[src/rtl/alu_seq_driver_if.sv]
// Host request/response and ALU drive/sense signals of the ALU sequencer.
// Optional req_chain line is present only when ALU_SEQ_CHAIN_EN is defined.
interface alu_seq_driver_if;
  logic        req_valid;
  logic        req_ready;
  logic [3:0]  req_cmd;
  logic [7:0]  req_a;
  logic [7:0]  req_b;
`ifdef ALU_SEQ_CHAIN_EN
  logic        req_chain;
`endif
  logic        rsp_valid;
  logic        rsp_ready;
  logic [15:0] rsp_data;
  logic        busy;
  logic [7:0]  alu_a;
  logic [7:0]  alu_b;
  logic [3:0]  alu_cmd;
  logic        alu_oe;
  logic [15:0] alu_d;

  // Host plus ALU side: issues requests, accepts responses, drives the result bus.
  modport master (
    output req_valid, req_cmd, req_a, req_b, rsp_ready, alu_d,
`ifdef ALU_SEQ_CHAIN_EN
    output req_chain,
`endif
    input  req_ready, rsp_valid, rsp_data, busy, alu_a, alu_b, alu_cmd, alu_oe
  );

  modport slave (
    input  req_valid, req_cmd, req_a, req_b, rsp_ready, alu_d,
`ifdef ALU_SEQ_CHAIN_EN
    input  req_chain,
`endif
    output req_ready, rsp_valid, rsp_data, busy, alu_a, alu_b, alu_cmd, alu_oe
  );
endinterface

[src/rtl/alu_seq_driver.sv]
// ALU sequencer: latch request, settle SETTLE_CYCLES with oe low, pulse oe one cycle, capture result.
// Response after SETTLE_CYCLES+2 cycles; holds in RESP until rsp_ready. Macro ALU_SEQ_CHAIN_EN adds req_chain.
module alu_seq_driver #(
  parameter int unsigned SETTLE_CYCLES = 1
) (
  input logic             clk,
  input logic             rst_n,
  alu_seq_driver_if.slave bus
);

  typedef enum logic [1:0] {
    IDLE,
    SETUP,
    ENABLE,
    RESP
  } state_t;

  localparam logic [3:0] SETTLE = SETTLE_CYCLES[3:0];

  state_t      state_q;
  logic [3:0]  cnt_q;
  logic [7:0]  alu_a_q;
  logic [7:0]  alu_b_q;
  logic [3:0]  alu_cmd_q;
  logic        alu_oe_q;
  logic        req_ready_q;
  logic        busy_q;
  logic        rsp_valid_q;
  logic [15:0] rsp_data_q;
  logic [7:0]  alu_a_d;

  // Chaining feeds the low byte of the previous result back in as operand A.
`ifdef ALU_SEQ_CHAIN_EN
  assign alu_a_d = bus.req_chain ? rsp_data_q[7:0] : bus.req_a;
`else
  assign alu_a_d = bus.req_a;
`endif

  always_ff @(posedge clk) begin
    if (!rst_n) begin
      state_q     <= IDLE;
      cnt_q       <= 4'd0;
      alu_a_q     <= 8'd0;
      alu_b_q     <= 8'd0;
      alu_cmd_q   <= 4'd0;
      alu_oe_q    <= 1'b0;
      req_ready_q <= 1'b1;
      busy_q      <= 1'b0;
      rsp_valid_q <= 1'b0;
      rsp_data_q  <= 16'd0;
    end else begin
      case (state_q)
        IDLE: begin
          if (bus.req_valid) begin
            alu_a_q     <= alu_a_d;
            alu_b_q     <= bus.req_b;
            alu_cmd_q   <= bus.req_cmd;
            req_ready_q <= 1'b0;
            busy_q      <= 1'b1;
            if (SETTLE != 4'd0) begin
              state_q <= SETUP;
              cnt_q   <= SETTLE;
            end else begin
              state_q  <= ENABLE;
              alu_oe_q <= 1'b1;
            end
          end
        end
        SETUP: begin
          if (cnt_q <= 4'd1) begin
            state_q  <= ENABLE;
            alu_oe_q <= 1'b1;
            cnt_q    <= 4'd0;
          end else begin
            cnt_q <= cnt_q - 4'd1;
          end
        end
        ENABLE: begin
          rsp_data_q  <= bus.alu_d;
          alu_oe_q    <= 1'b0;
          rsp_valid_q <= 1'b1;
          state_q     <= RESP;
        end
        RESP: begin
          // Return to IDLE only; the next accept happens one edge later.
          if (bus.rsp_ready) begin
            rsp_valid_q <= 1'b0;
            busy_q      <= 1'b0;
            req_ready_q <= 1'b1;
            state_q     <= IDLE;
          end
        end
        default: state_q <= IDLE;
      endcase
    end
  end

  assign bus.req_ready = req_ready_q;
  assign bus.busy      = busy_q;
  assign bus.rsp_valid = rsp_valid_q;
  assign bus.rsp_data  = rsp_data_q;
  assign bus.alu_a     = alu_a_q;
  assign bus.alu_b     = alu_b_q;
  assign bus.alu_cmd   = alu_cmd_q;
  assign bus.alu_oe    = alu_oe_q;

endmodule
[src/flat_wrapper.sv]
// flat-port wrapper written by rule: the top's interface ports become plain ports
module alu_seq_driver_flat 
#(
  parameter int unsigned SETTLE_CYCLES = 1
)
  (clk, rst_n, bus_req_valid, bus_req_cmd, bus_req_a, bus_req_b, bus_rsp_ready, bus_alu_d, bus_req_ready, bus_rsp_valid, bus_rsp_data, bus_busy, bus_alu_a, bus_alu_b, bus_alu_cmd, bus_alu_oe);
  alu_seq_driver_if bus_i ();
  input logic clk;
  input logic rst_n;
  input wire logic [$bits(bus_i.req_valid)-1:0] bus_req_valid;
  input wire logic [$bits(bus_i.req_cmd)-1:0] bus_req_cmd;
  input wire logic [$bits(bus_i.req_a)-1:0] bus_req_a;
  input wire logic [$bits(bus_i.req_b)-1:0] bus_req_b;
  input wire logic [$bits(bus_i.rsp_ready)-1:0] bus_rsp_ready;
  input wire logic [$bits(bus_i.alu_d)-1:0] bus_alu_d;
  output wire logic [$bits(bus_i.req_ready)-1:0] bus_req_ready;
  output wire logic [$bits(bus_i.rsp_valid)-1:0] bus_rsp_valid;
  output wire logic [$bits(bus_i.rsp_data)-1:0] bus_rsp_data;
  output wire logic [$bits(bus_i.busy)-1:0] bus_busy;
  output wire logic [$bits(bus_i.alu_a)-1:0] bus_alu_a;
  output wire logic [$bits(bus_i.alu_b)-1:0] bus_alu_b;
  output wire logic [$bits(bus_i.alu_cmd)-1:0] bus_alu_cmd;
  output wire logic [$bits(bus_i.alu_oe)-1:0] bus_alu_oe;
  assign bus_i.req_valid = bus_req_valid;
  assign bus_i.req_cmd = bus_req_cmd;
  assign bus_i.req_a = bus_req_a;
  assign bus_i.req_b = bus_req_b;
  assign bus_i.rsp_ready = bus_rsp_ready;
  assign bus_i.alu_d = bus_alu_d;
  assign bus_req_ready = bus_i.req_ready;
  assign bus_rsp_valid = bus_i.rsp_valid;
  assign bus_rsp_data = bus_i.rsp_data;
  assign bus_busy = bus_i.busy;
  assign bus_alu_a = bus_i.alu_a;
  assign bus_alu_b = bus_i.alu_b;
  assign bus_alu_cmd = bus_i.alu_cmd;
  assign bus_alu_oe = bus_i.alu_oe;
  alu_seq_driver #(.SETTLE_CYCLES(SETTLE_CYCLES)) u_core (.clk(clk), .rst_n(rst_n), .bus(bus_i));
endmodule
[config.mk]
export PLATFORM = sky130hd
export DESIGN_NAME = alu_seq_driver_flat
export DESIGN_NICKNAME = d
export VERILOG_FILES = /design/src/rtl/alu_seq_driver_if.sv /design/src/rtl/alu_seq_driver.sv /design/src/flat_wrapper.sv
export SDC_FILE = /design/constraint.sdc
export NUM_CORES = 1
export LEC_CHECK = 0
export ABC_AREA = 0
export ABC_CLOCK_PERIOD_IN_PS = 4950
export CORE_MARGIN = 2
export CORE_UTILIZATION = 44
export DETAILED_ROUTE_END_ITERATION = 12
export PLACE_DENSITY = 0.84
export SYNTH_ARGS = -nofsm -noshare
export SYNTH_HDL_FRONTEND = slang
export SYNTH_SLANG_ARGS = --single-unit
[constraint.sdc]
create_clock -name clk -period 4.95 [get_ports clk]
set_input_delay 0.7425 -clock clk [delete_from_list [all_inputs] [get_ports clk]]
set_output_delay 0.7425 -clock clk [all_outputs]
set_load 0.02 [all_outputs]
==> impl_results.md, run 1 <==
* Worst-Margin Slew at 1.17 ns
* Comb pwr share at 0.395
* Crit Path Max Fanout at 40
* Total power at 1.28 mW
* Arrival @ worst endpoint at 2.31 ns
* Layout Nets at 329
* Slew Viols, Final at 0
* Share of layout cells above drive strength 1 at 0.0282
* Max Clk Rate at 462 MHz
* Synth Net Count at 254
* Initial core utilization at 0.451
* EDFF count, synth at 0
* Critical Path, Cell by Cell: clkdlybuf4s50_1 -> inv_1 -> nor2_1
* Syn_area_per_cell at 8.62 sq um
* DP HPWL at 2820 um
* Sequential-to-total area share from yosys stat at 0.514
* TritonCTS clock tree: done
* Post-route setup slack at 2.78 ns
* Worst Skew at 0.00753 ns
* Die Ht at 67.8 um
* Worst r2r src: u_core.state_q[0]
* Buffers and inverters on the worst path at 2
* Wire length per cell at 12.2 um
* WL final at 4090 um
* Area Growth Syn to Fin at 51.2%
* Final min period at 2.17 ns
* Most common cell in the netlist: nand2_1
* Final hold violation count at 0
* DP Area at 2600 sq um
* Drt drc at 0
* Routed via count at 1652
* Hold path start: u_core.bus.alu_b[5]
* Switching Fraction at 0.345
* Mapped Area at 1790 sq um
* Reg2reg setup slack at 3.05 ns
* Final instance area at 2710 sq um
* Hold WS at 0.455 ns
* Cells after synthesis at 208
* Total grt overflow at 0
* Ports at 80
* P_sw at 0.440 mW
* Antenna violations before repair at 0
* TritonRoute pass-1 iters at 6
* Reg2reg path depth at 6
* Vias in the first global route at 1526
* Clock power share at 0.214
* Class of the tightest hold or removal check: register to register
* Fin Setup TNS at 0 ns
* Post-DRT Antenna Nets at 0
* Via-per-instance ratio at 4.95
* RSZ-0062 raised after global routing: false
* PD cells at 471 nW/um^2
* CP Launch Type: input port
* First-pass GRT wire length at 6600 um
* Ys flop type: dfxtp_1
* # diodes at 0
* FP Rows at 23
* Max clock buf depth at 2
* Crit-path max cell delay at 0.91 ns
* Top cells by count, synth: 47 x nand2_1, 46 x dfxtp_1, 27 x a21oi_1
* Syn. warnings at 0
* #FFs+latches synth at 46
* Crit Reg-Reg Endpoint: u_core.bus.alu_oe
* Port bufs at 79
* Later-pin clock latency in the skew report at 0.30 ns
* Reg power frac at 0.391
* Core box area at 3970 sq um
* Post-CTS Setup Inserts at 0
* Stages on the worst setup path at 3
* Worst setup EP type: register
* # setup viols final at 0
* Status: finished, final reports clean
* Fin crit share at 0.437
* Int Power at 0.837 mW
* Synth cell types at 26
* Number of gates resized after CTS at 0
* Largest net degree at the start of global routing at 41
* CTS clk-pin slew, worst paths at 0.08 ns
* Max-cap viol count at 0
* CTS hold repair buffers at 0
* Area contributors post-synth: dfxtp_1 51%, nand2_1 9.8%, mux2i_1 8.9%, a21oi_1 7.5%, nor2_1 4.4%
* Die W at 67.8 um
* Setup Crit Path Kind: input port to register
* Leak at 1.00 nW
* Top delay family on crit path: buffers and inverters
* Slew Limit Headroom at 0.217
* Post-Place Worst Slack at 2.44 ns
* H-tree depth at 2
* Hold Path Sink: u_core.bus.alu_b[5]
* CP max stage cell: inv_1
* GPL Wtd Cong at 0.873
* Ys async rst share at 0
* Die ar. at 4600 sq um
* Post-synth top area share at 0.514
* Library cell with the largest summed area after synthesis: dfxtp_1
* Worst vdd ir at 0.306 mV
* Gr usage total at 0.188
* TritonCTS Sinks at 46
* CP Data Required Time at 5.09 ns
* CTS Buf Count at 5
* DR iter-0 viols at 87
* WHS Path Cells at 2
* CTS root buf: clkbuf_8
[cells by family after synthesis]
group | Yosys count | synth area share
adder cells (fa/ha/maj) | 6 | 0.0419
AND/OR/NAND/NOR | 77 | 0.175
buffers and inverters | 19 | 0.0419
flip-flops | 46 | 0.514
AO/OA/AOI/OAI | 44 | 0.138
multiplexers | 16 | 0.0893
[worst reg2reg max path, stage by stage, from the launching register on]
cell	delay [ns]
dfxtp_1	0.34
inv_1	0.10
ha_1	0.85
nand2b_1	0.22
nor4_1	0.04
o21ai_0	0.15
a21oi_1	0.05
[how the worst max path moves through the flow]
stage                  startpoint                 endpoint  slack, ns
floorplan           bus_req_valid          u_core.cnt_q[3]       3.34
global placement            rst_n  u_core.bus.rsp_data[11]       2.50
detailed placement          rst_n  u_core.bus.rsp_data[10]       2.44
CTS                         rst_n  u_core.bus.rsp_data[10]       2.78
global route                rst_n   u_core.bus.rsp_data[8]       2.64
finish                      rst_n  u_core.bus.rsp_data[10]       2.78
[routing by layer]
metal	share of wire	vias to the layer above	global-route usage	wire length, um
met3	0.086	10	0.0609	353
met1	0.46	740	0.231	1870
met4	0.021	0	0.0700	87
li1	-	837	-	-
met5	0	-	0	0
met2	0.44	65	0.308	1780
[power by group through the flow]
| stage | clock, mW | sequential, mW | combinational, mW |
|---|---|---|---|
| 3_3_place_gp | 0 | 0.505 | 0.497 |
| 3_5_place_dp | 0 | 0.505 | 0.505 |
| 6_report | 0.273 | 0.499 | 0.505 |
| 2_1_floorplan | 0 | 0.582 | 0.223 |
| 4_1_cts | 0.279 | 0.499 | 0.509 |
| 5_1_grt | 0.295 | 0.509 | 0.557 |
[flip-flops by register name, summed over array words and instances (netlist names)]
register              cells
u_core.bus.alu_oe         1
u_core.bus.req_ready      1
u_core.state_q            2
u_core.cnt_q              4
u_core.bus.alu_cmd        4
u_core.bus.rsp_valid      1
u_core.bus.alu_b          8
u_core.bus.busy           1
u_core.bus.rsp_data      16
u_core.bus.alu_a          8
[per-stage QoR]
| stage | utilization | std cells |
|---|---|---|
| after floorplan | - | 208 |
| after global routing | 0.683 | 334 |
| after CTS | 0.683 | 334 |
| final | 0.683 | 334 |
| after global placement | 0.655 | 326 |
| after detailed placement | 0.655 | 326 |
[cell usage in the layout, fill, tap and decap left out, drive strengths merged]
| master | netlist | layout |
|---|---|---|
| a211oi | 1 | 1 |
| a21oi | 27 | 27 |
| a22oi | 1 | 1 |
| a31oi | 2 | 2 |
| a32oi | 1 | 1 |
| and2 | 1 | 1 |
| bufinv | 0 | 1 |
| clkbuf | 8 | 6 |
| clkdlybuf4s50 | 0 | 79 |
| clkinvlp | 0 | 1 |
| dfxtp | 46 | 46 |
| ha | 6 | 6 |
| inv | 8 | 8 |
| mux2i | 16 | 16 |
| nand2 | 47 | 47 |
| nand2b | 2 | 2 |
| nand3 | 1 | 1 |
| nor2 | 21 | 21 |
| nor2b | 1 | 1 |
| nor4 | 1 | 1 |
| o211ai | 1 | 1 |
| o21ai | 7 | 7 |
| o311a | 1 | 1 |
| o31a | 1 | 1 |
| o31ai | 2 | 2 |
| or2 | 1 | 1 |
| or3 | 1 | 1 |
| or4b | 1 | 1 |
[cell type report]
type                            instances  area, sq um
Fill cell                             335         1260
Tap cell                               50         62.6
Clock buffer                            6         72.6
Multi-Input combinational cell        143          797
Sequential cell                        46          921
Inverter                                8         30.0
Timing Repair Buffer                   79          791
Clock inverter                          2         37.5
Power figures use the tool's default switching activity.
==> inputs of run 2 (changes only) <==
--- a/config.mk
+++ b/config.mk
@@ -6,11 +6,11 @@
 export NUM_CORES = 1
 export LEC_CHECK = 0
 export ABC_AREA = 0
-export ABC_CLOCK_PERIOD_IN_PS = 4950
+export ABC_CLOCK_PERIOD_IN_PS = 2200
 export CORE_MARGIN = 2
-export CORE_UTILIZATION = 44
+export CORE_UTILIZATION = 41
 export DETAILED_ROUTE_END_ITERATION = 12
-export PLACE_DENSITY = 0.84
+export PLACE_DENSITY = 0.79
 export SYNTH_ARGS = -nofsm -noshare
 export SYNTH_HDL_FRONTEND = slang
 export SYNTH_SLANG_ARGS = --single-unit
==> constraint.sdc (replaced) <==
create_clock -name clk -period 2.2 [get_ports clk]
set_input_delay 0.33 -clock clk [delete_from_list [all_inputs] [get_ports clk]]
set_output_delay 0.33 -clock clk [all_outputs]
set_load 0.02 [all_outputs]
==> impl_results.md, run 2 (synthesized netlist as in run 1, its figures left out) <==
* Hold Path Sink: u_core.bus.alu_a[1]
* Share of layout cells above drive strength 1 at 0.0417 (+0.0135)
* Die ar. at 4920 sq um (+6.9%)
* DP HPWL at 2860 um (+1.6%)
* TritonCTS Sinks at 46 (unchanged)
* Wire length per cell at 11.9 um (-2.5%)
* Final hold violation count at 0 (unchanged)
* TritonRoute pass-1 iters at 4 (-2)
* Arrival @ worst endpoint at 1.92 ns (-0.39 ns)
* Post-Place Worst Slack at 0.355 ns (-2.08 ns)
* Max reg flops at 16 (unchanged)
* Final min period at 1.74 ns
* Gr usage total at 0.167 (-0.0214)
* First-pass GRT wire length at 6670 um (+1.2%)
* Routed via count at 1644 (-0.48%)
* CTS root buf: clkbuf_8
* Worst-Margin Slew at 0.533 ns (-0.639 ns)
* Critical Path, Cell by Cell: inv_1 -> ha_1 -> nand2b_1 -> o21ai_0 -> o311a_1
* Max clock buf depth at 2 (unchanged)
* RSZ-0062 raised after global routing: false
* Core box area at 4290 sq um (+8.1%)
* Fin Setup TNS at 0 ns (unchanged)
* Die Ht at 70.1 um (+3.4%)
* Status: finished, final reports clean
* Slew Viols, Final at 0 (unchanged)
* CP max stage cell: dfxtp_1
* Commonest non-fill, non-tap cell in the layout: clkdlybuf4s50_1
* Busiest metal layer after global routing: met2
* Commonest non-fill, non-tap cells in the layout: 79 x clkdlybuf4s50_1, 47 x nand2_1, 46 x dfxtp_1, 27 x a21oi_1, 21 x nor2_1
* Port bufs at 79 (unchanged)
* Via-per-instance ratio at 4.84 (-2.2%)
* CTS Buf Count at 5 (unchanged)
* Initial core utilization at 0.418 (-0.0339)
* Leak at 1.02 nW (+1.7%)
* # setup viols final at 0 (unchanged)
* CTS clk-pin slew, worst paths at 0.08 ns (about the same)
* # diodes at 0 (unchanged)
* Worst vdd ir at 0.591 mV (+93%)
* Total grt overflow at 0 (unchanged)
* Reg2reg path depth at 5 (-1)
* GR Util met2 at 0.295 (-0.0124)
* CP Launch Type: register
* TritonCTS clock tree: done
* Ports at 80 (unchanged)
* Number of gates resized after CTS at 0 (unchanged)
* FP Rows at 24 (+4.3%)
* Later-pin clock latency in the skew report at 0.29 ns (about the same)
* WHS Path Cells at 2 (unchanged)
* Class of the tightest hold or removal check: register to register
* Largest net degree at the start of global routing at 41 (unchanged)
* Met3 usage at 0.0505 (-0.0104)
* Post-route setup slack at 0.463 ns (-2.32 ns)
* Reg2reg setup slack at 0.46 ns (-2.59 ns)
* Met1 Use GR at 0.192 (-0.0397)
* Crit Path Max Fanout at 9 (-78%)
* Die W at 70.1 um (+3.4%)
* CP Data Required Time at 2.38 ns (-2.71 ns)
* Drt drc at 0 (unchanged)
* Layout Nets at 333 (+1.2%)
* Worst setup EP type: register
* Crit Reg-Reg Endpoint: u_core.state_q[0]
* Area Growth Syn to Fin at 52.0%
* Max-cap viol count at 0 (unchanged)
* Hold path start: u_core.bus.alu_a[1]
* Worst r2r src: u_core.state_q[1]
* Slew Limit Headroom at 0.645 (+0.427)
* Max Clk Rate at 576 MHz
* GPL Wtd Cong at 0.757 (-13%)
* Crit-path max cell delay at 0.40 ns (-0.51 ns)
* Post-DRT Antenna Nets at 0 (unchanged)
* CTS hold repair buffers at 0 (unchanged)
* DR iter-0 viols at 48 (-45%)
* Post-CTS Setup Inserts at 0 (unchanged)
* Antenna violations before repair at 0 (unchanged)
* WL final at 4060 um (-0.76%)
* Setup Crit Path Kind: register to register
* PD cells at 1030 nW/um^2 (+120%)
* H-tree depth at 2 (unchanged)
* Worst Skew at 0.00706 ns (-0.000471 ns)
* Vias in the first global route at 1549 (+1.5%)
* Fin crit share at 0.790
run 2: cell type report:
type | count | area [sq um]
repair buffers | 83 | 821
fillers | 381 | 1570
well taps | 52 | 65.1
inverters | 8 | 30.0
multi-input cells | 143 | 797
clock buffers | 7 | 86.3
flip-flops and latches | 46 | 921
clock inverters | 1 | 5.00
run 2: worst max-delay path, delay by kind of cell (launching register included):
kind	cells	cell delay, ns
AND/OR/NAND/NOR	1	0.28
buffers and inverters	1	0.08
flip-flops	1	0.40
adder cells (fa/ha/maj)	1	0.25
AO/OA/AOI/OAI	2	0.62
run 2: power by group:
group	switching, mW	leakage, nW	internal (mW)
registers	0.104	0.376	1.01
logic	0.612	0.595	0.547
clock network	0.267	0.0482	0.254
run 2: worst max-delay path by stage:
stage | slack [ns] | to | start
global route | 0.30 | u_core.cnt_q[3] | u_core.cnt_q[0]
global placement | 0.41 | u_core.cnt_q[3] | bus_req_valid
detailed placement | 0.35 | u_core.state_q[0] | bus_req_valid
floorplan | 0.63 | u_core.cnt_q[3] | u_core.cnt_q[0]
finish | 0.46 | u_core.state_q[0] | u_core.state_q[1]
CTS | 0.47 | u_core.state_q[0] | u_core.state_q[1]
run 2: stage by stage:
stage / hold WS [ns] / power [mW] / utilization / cell area, sq um / instances
floorplan: 0.406 / 1.81 / - / 1790 / 208
global placement: 0.441 / 2.28 / 0.613 / 2630 / 332
detailed placement: 0.446 / 2.30 / 0.613 / 2630 / 332
CTS: 0.458 / 2.82 / 0.635 / 2730 / 340
global route: 0.483 / 2.98 / 0.635 / 2730 / 340
finish: 0.454 / 2.79 / 0.635 / 2730 / 340
run 2: metal layers:
| layer | vias up | part of all wire |
|---|---|---|
| met4 | 0 | 0.0042 |
| li1 | 848 | - |
| met3 | 2 | 0.065 |
| met1 | 747 | 0.45 |
| met5 | - | 0 |
| met2 | 47 | 0.48 |
==> inputs of run 3 (changes only) <==
--- a/config.mk
+++ b/config.mk
@@ -6,7 +6,7 @@
 export NUM_CORES = 1
 export LEC_CHECK = 0
 export ABC_AREA = 0
-export ABC_CLOCK_PERIOD_IN_PS = 2200
+export ABC_CLOCK_PERIOD_IN_PS = 1800
 export CORE_MARGIN = 2
 export CORE_UTILIZATION = 41
 export DETAILED_ROUTE_END_ITERATION = 12
==> constraint.sdc (replaced) <==
create_clock -name clk -period 1.8 [get_ports clk]
set_input_delay 0.27 -clock clk [delete_from_list [all_inputs] [get_ports clk]]
set_output_delay 0.27 -clock clk [all_outputs]
set_load 0.02 [all_outputs]
==> impl_results.md, run 3 (synthesized netlist as in run 1, its figures left out) <==
* Post-route setup slack at 0.145 ns (-0.318 ns)
* CP Launch Type: register
* DP HPWL at 3130 um (+9.5%)
* Total grt overflow at 0 (unchanged)
* Max reg flops at 16 (unchanged)
* Placed cell count at 336 (+1.2%)
* Class of the tightest hold or removal check: register to register
* Layout Nets at 337 (+1.2%)
* WHS Path Cells at 2 (unchanged)
* Gr usage total at 0.180 (+0.0140)
* Worst setup EP type: register
* Max clock buf depth at 2 (unchanged)
* WL final at 4330 um (+6.6%)
* FP Rows at 24 (unchanged)
* Post-CTS Setup Inserts at 0 (unchanged)
* Commonest non-fill, non-tap cells in the layout: 79 x clkdlybuf4s50_1, 47 x nand2_1, 46 x dfxtp_1, 27 x a21oi_1, 20 x nor2_1
* Initial core utilization at 0.418 (unchanged)
* Die W at 70.1 um (unchanged)
* Via-per-instance ratio at 4.92 (+1.7%)
* TritonCTS clock tree: done
* Share of layout cells above drive strength 1 at 0.0552 (+0.0135)
* CTS Buf Count at 5 (unchanged)
* Status: finished, final reports clean
* Hold Path Sink: u_core.bus.alu_a[7]
* Later-pin clock latency in the skew report at 0.30 ns (about the same)
* Largest net degree at the start of global routing at 31 (-24%)
* Max Clk Rate at 604 MHz (+4.9%)
* Area of the multi-input gates at 800 sq um (+0.31%)
* RSZ-0062 raised after global routing: false
* Arrival @ worst endpoint at 1.89 ns (-0.03 ns)
* Reg2reg setup slack at 0.14 ns (-0.32 ns)
* Post-Place Worst Slack at 0.128 ns (-0.227 ns)
* Fin crit share at 0.919 (+0.130)
* Die Ht at 70.1 um (unchanged)
* TritonRoute pass-1 iters at 4 (unchanged)
* First-pass GRT wire length at 7070 um (+5.9%)
* CTS clk-pin slew, worst paths at 0.08 ns (about the same)
* CTS hold repair buffers at 0 (unchanged)
* GPL Wtd Cong at 0.809 (+6.9%)
* Port bufs at 79 (unchanged)
* Hold path start: u_core.bus.alu_a[7]
* Slew Viols, Final at 0 (unchanged)
* Worst vdd ir at 0.603 mV (+2.1%)
* # diodes at 0 (unchanged)
* Area Growth Syn to Fin at 54.0%
* TritonCTS Sinks at 46 (unchanged)
* CTS root buf: clkbuf_8
* Number of gates resized after CTS at 0 (unchanged)
* Commonest non-fill, non-tap cell in the layout: clkdlybuf4s50_1
* Worst r2r src: u_core.cnt_q[0]
* Core box area at 4290 sq um (unchanged)
* Leak at 1.04 nW (+1.8%)
* Slew Limit Headroom at 0.736 (+0.0919)
* Routed via count at 1682 (+2.3%)
* Setup Crit Path Kind: register to register
* Hold WS at 0.453 ns (-0.00136 ns)
* Final hold violation count at 0 (unchanged)
* CP Data Required Time at 2.04 ns (-0.34 ns)
* Final min period at 1.66 ns (-0.0819 ns)
* Fin Setup TNS at 0 ns (unchanged)
* Max-cap viol count at 0 (unchanged)
* DR iter-0 viols at 91 (+90%)
* Vias in the first global route at 1606 (+3.7%)
* Worst Skew at 0.00973 ns (+0.00267 ns)
* Crit Path Max Fanout at 4 (-5)
* Total power at 3.45 mW (+23%)
* Antenna violations before repair at 0 (unchanged)
* PD cells at 1250 nW/um^2 (+22%)
* Worst-Margin Slew at 0.391 ns (-0.142 ns)
* H-tree depth at 2 (unchanged)
* Reg2reg path depth at 6 (+1)
* Post-DRT Antenna Nets at 0 (unchanged)
* Register area at 921 sq um (unchanged)
* Ports at 80 (unchanged)
* # setup viols final at 0 (unchanged)
* Drt drc at 0 (unchanged)
* Crit Reg-Reg Endpoint: u_core.cnt_q[3]
* Fill cells at 386 (+1.3%)
* Wire length per cell at 12.6 um (+5.9%)
* Fin cells at 342 (+0.59%)
* Die ar. at 4920 sq um (unchanged)
run 3: worst max-delay path: stages (launching register included):
cell     delay (ns)
dfxtp_1        0.38
inv_1          0.09
ha_1           0.24
nor2_2         0.13
o31ai_1        0.09
or4b_1         0.51
a31oi_1        0.15
run 3: routing by layer:
metal	GRT usage	up-vias	routed length [um]
met1	0.208	769	1920
met2	0.298	52	2030
met4	0.0726	0	72
met3	0.0722	8	311
met5	0	-	0
li1	-	853	-
run 3: cell type report:
type	count	share of cell area
Clock buffer	6	0.0299
Inverter	8	0.0109
Multi-Input combinational cell	143	0.290
Sequential cell	46	0.333
Tap cell	52	0.0236
Timing Repair Buffer	87	0.313
run 3: worst max-delay path by stage:
stage / startpoint / endpoint / depth (start not counted)
4_1_cts: u_core.cnt_q[0] / u_core.cnt_q[3] / 6
3_5_place_dp: u_core.cnt_q[0] / u_core.cnt_q[3] / 6
5_1_grt: u_core.cnt_q[0] / u_core.cnt_q[3] / 6
3_3_place_gp: u_core.cnt_q[0] / u_core.cnt_q[3] / 6
2_1_floorplan: u_core.cnt_q[0] / u_core.cnt_q[3] / 6
6_report: u_core.cnt_q[0] / u_core.cnt_q[3] / 6
run 3: report_power, final:
group / switching, mW / internal (mW) / leakage [nW]
clock: 0.325 / 0.296 / 0.0431
sequential: 0.129 / 1.24 / 0.376
combinational: 0.767 / 0.693 / 0.619
run 3: per-stage QoR:
step                 util  instance area, sq um
detailed placement  0.623                  2680
global route        0.643                  2760
global placement    0.623                  2680
finish              0.643                  2760
floorplan               -                  1790
CTS                 0.642                  2760
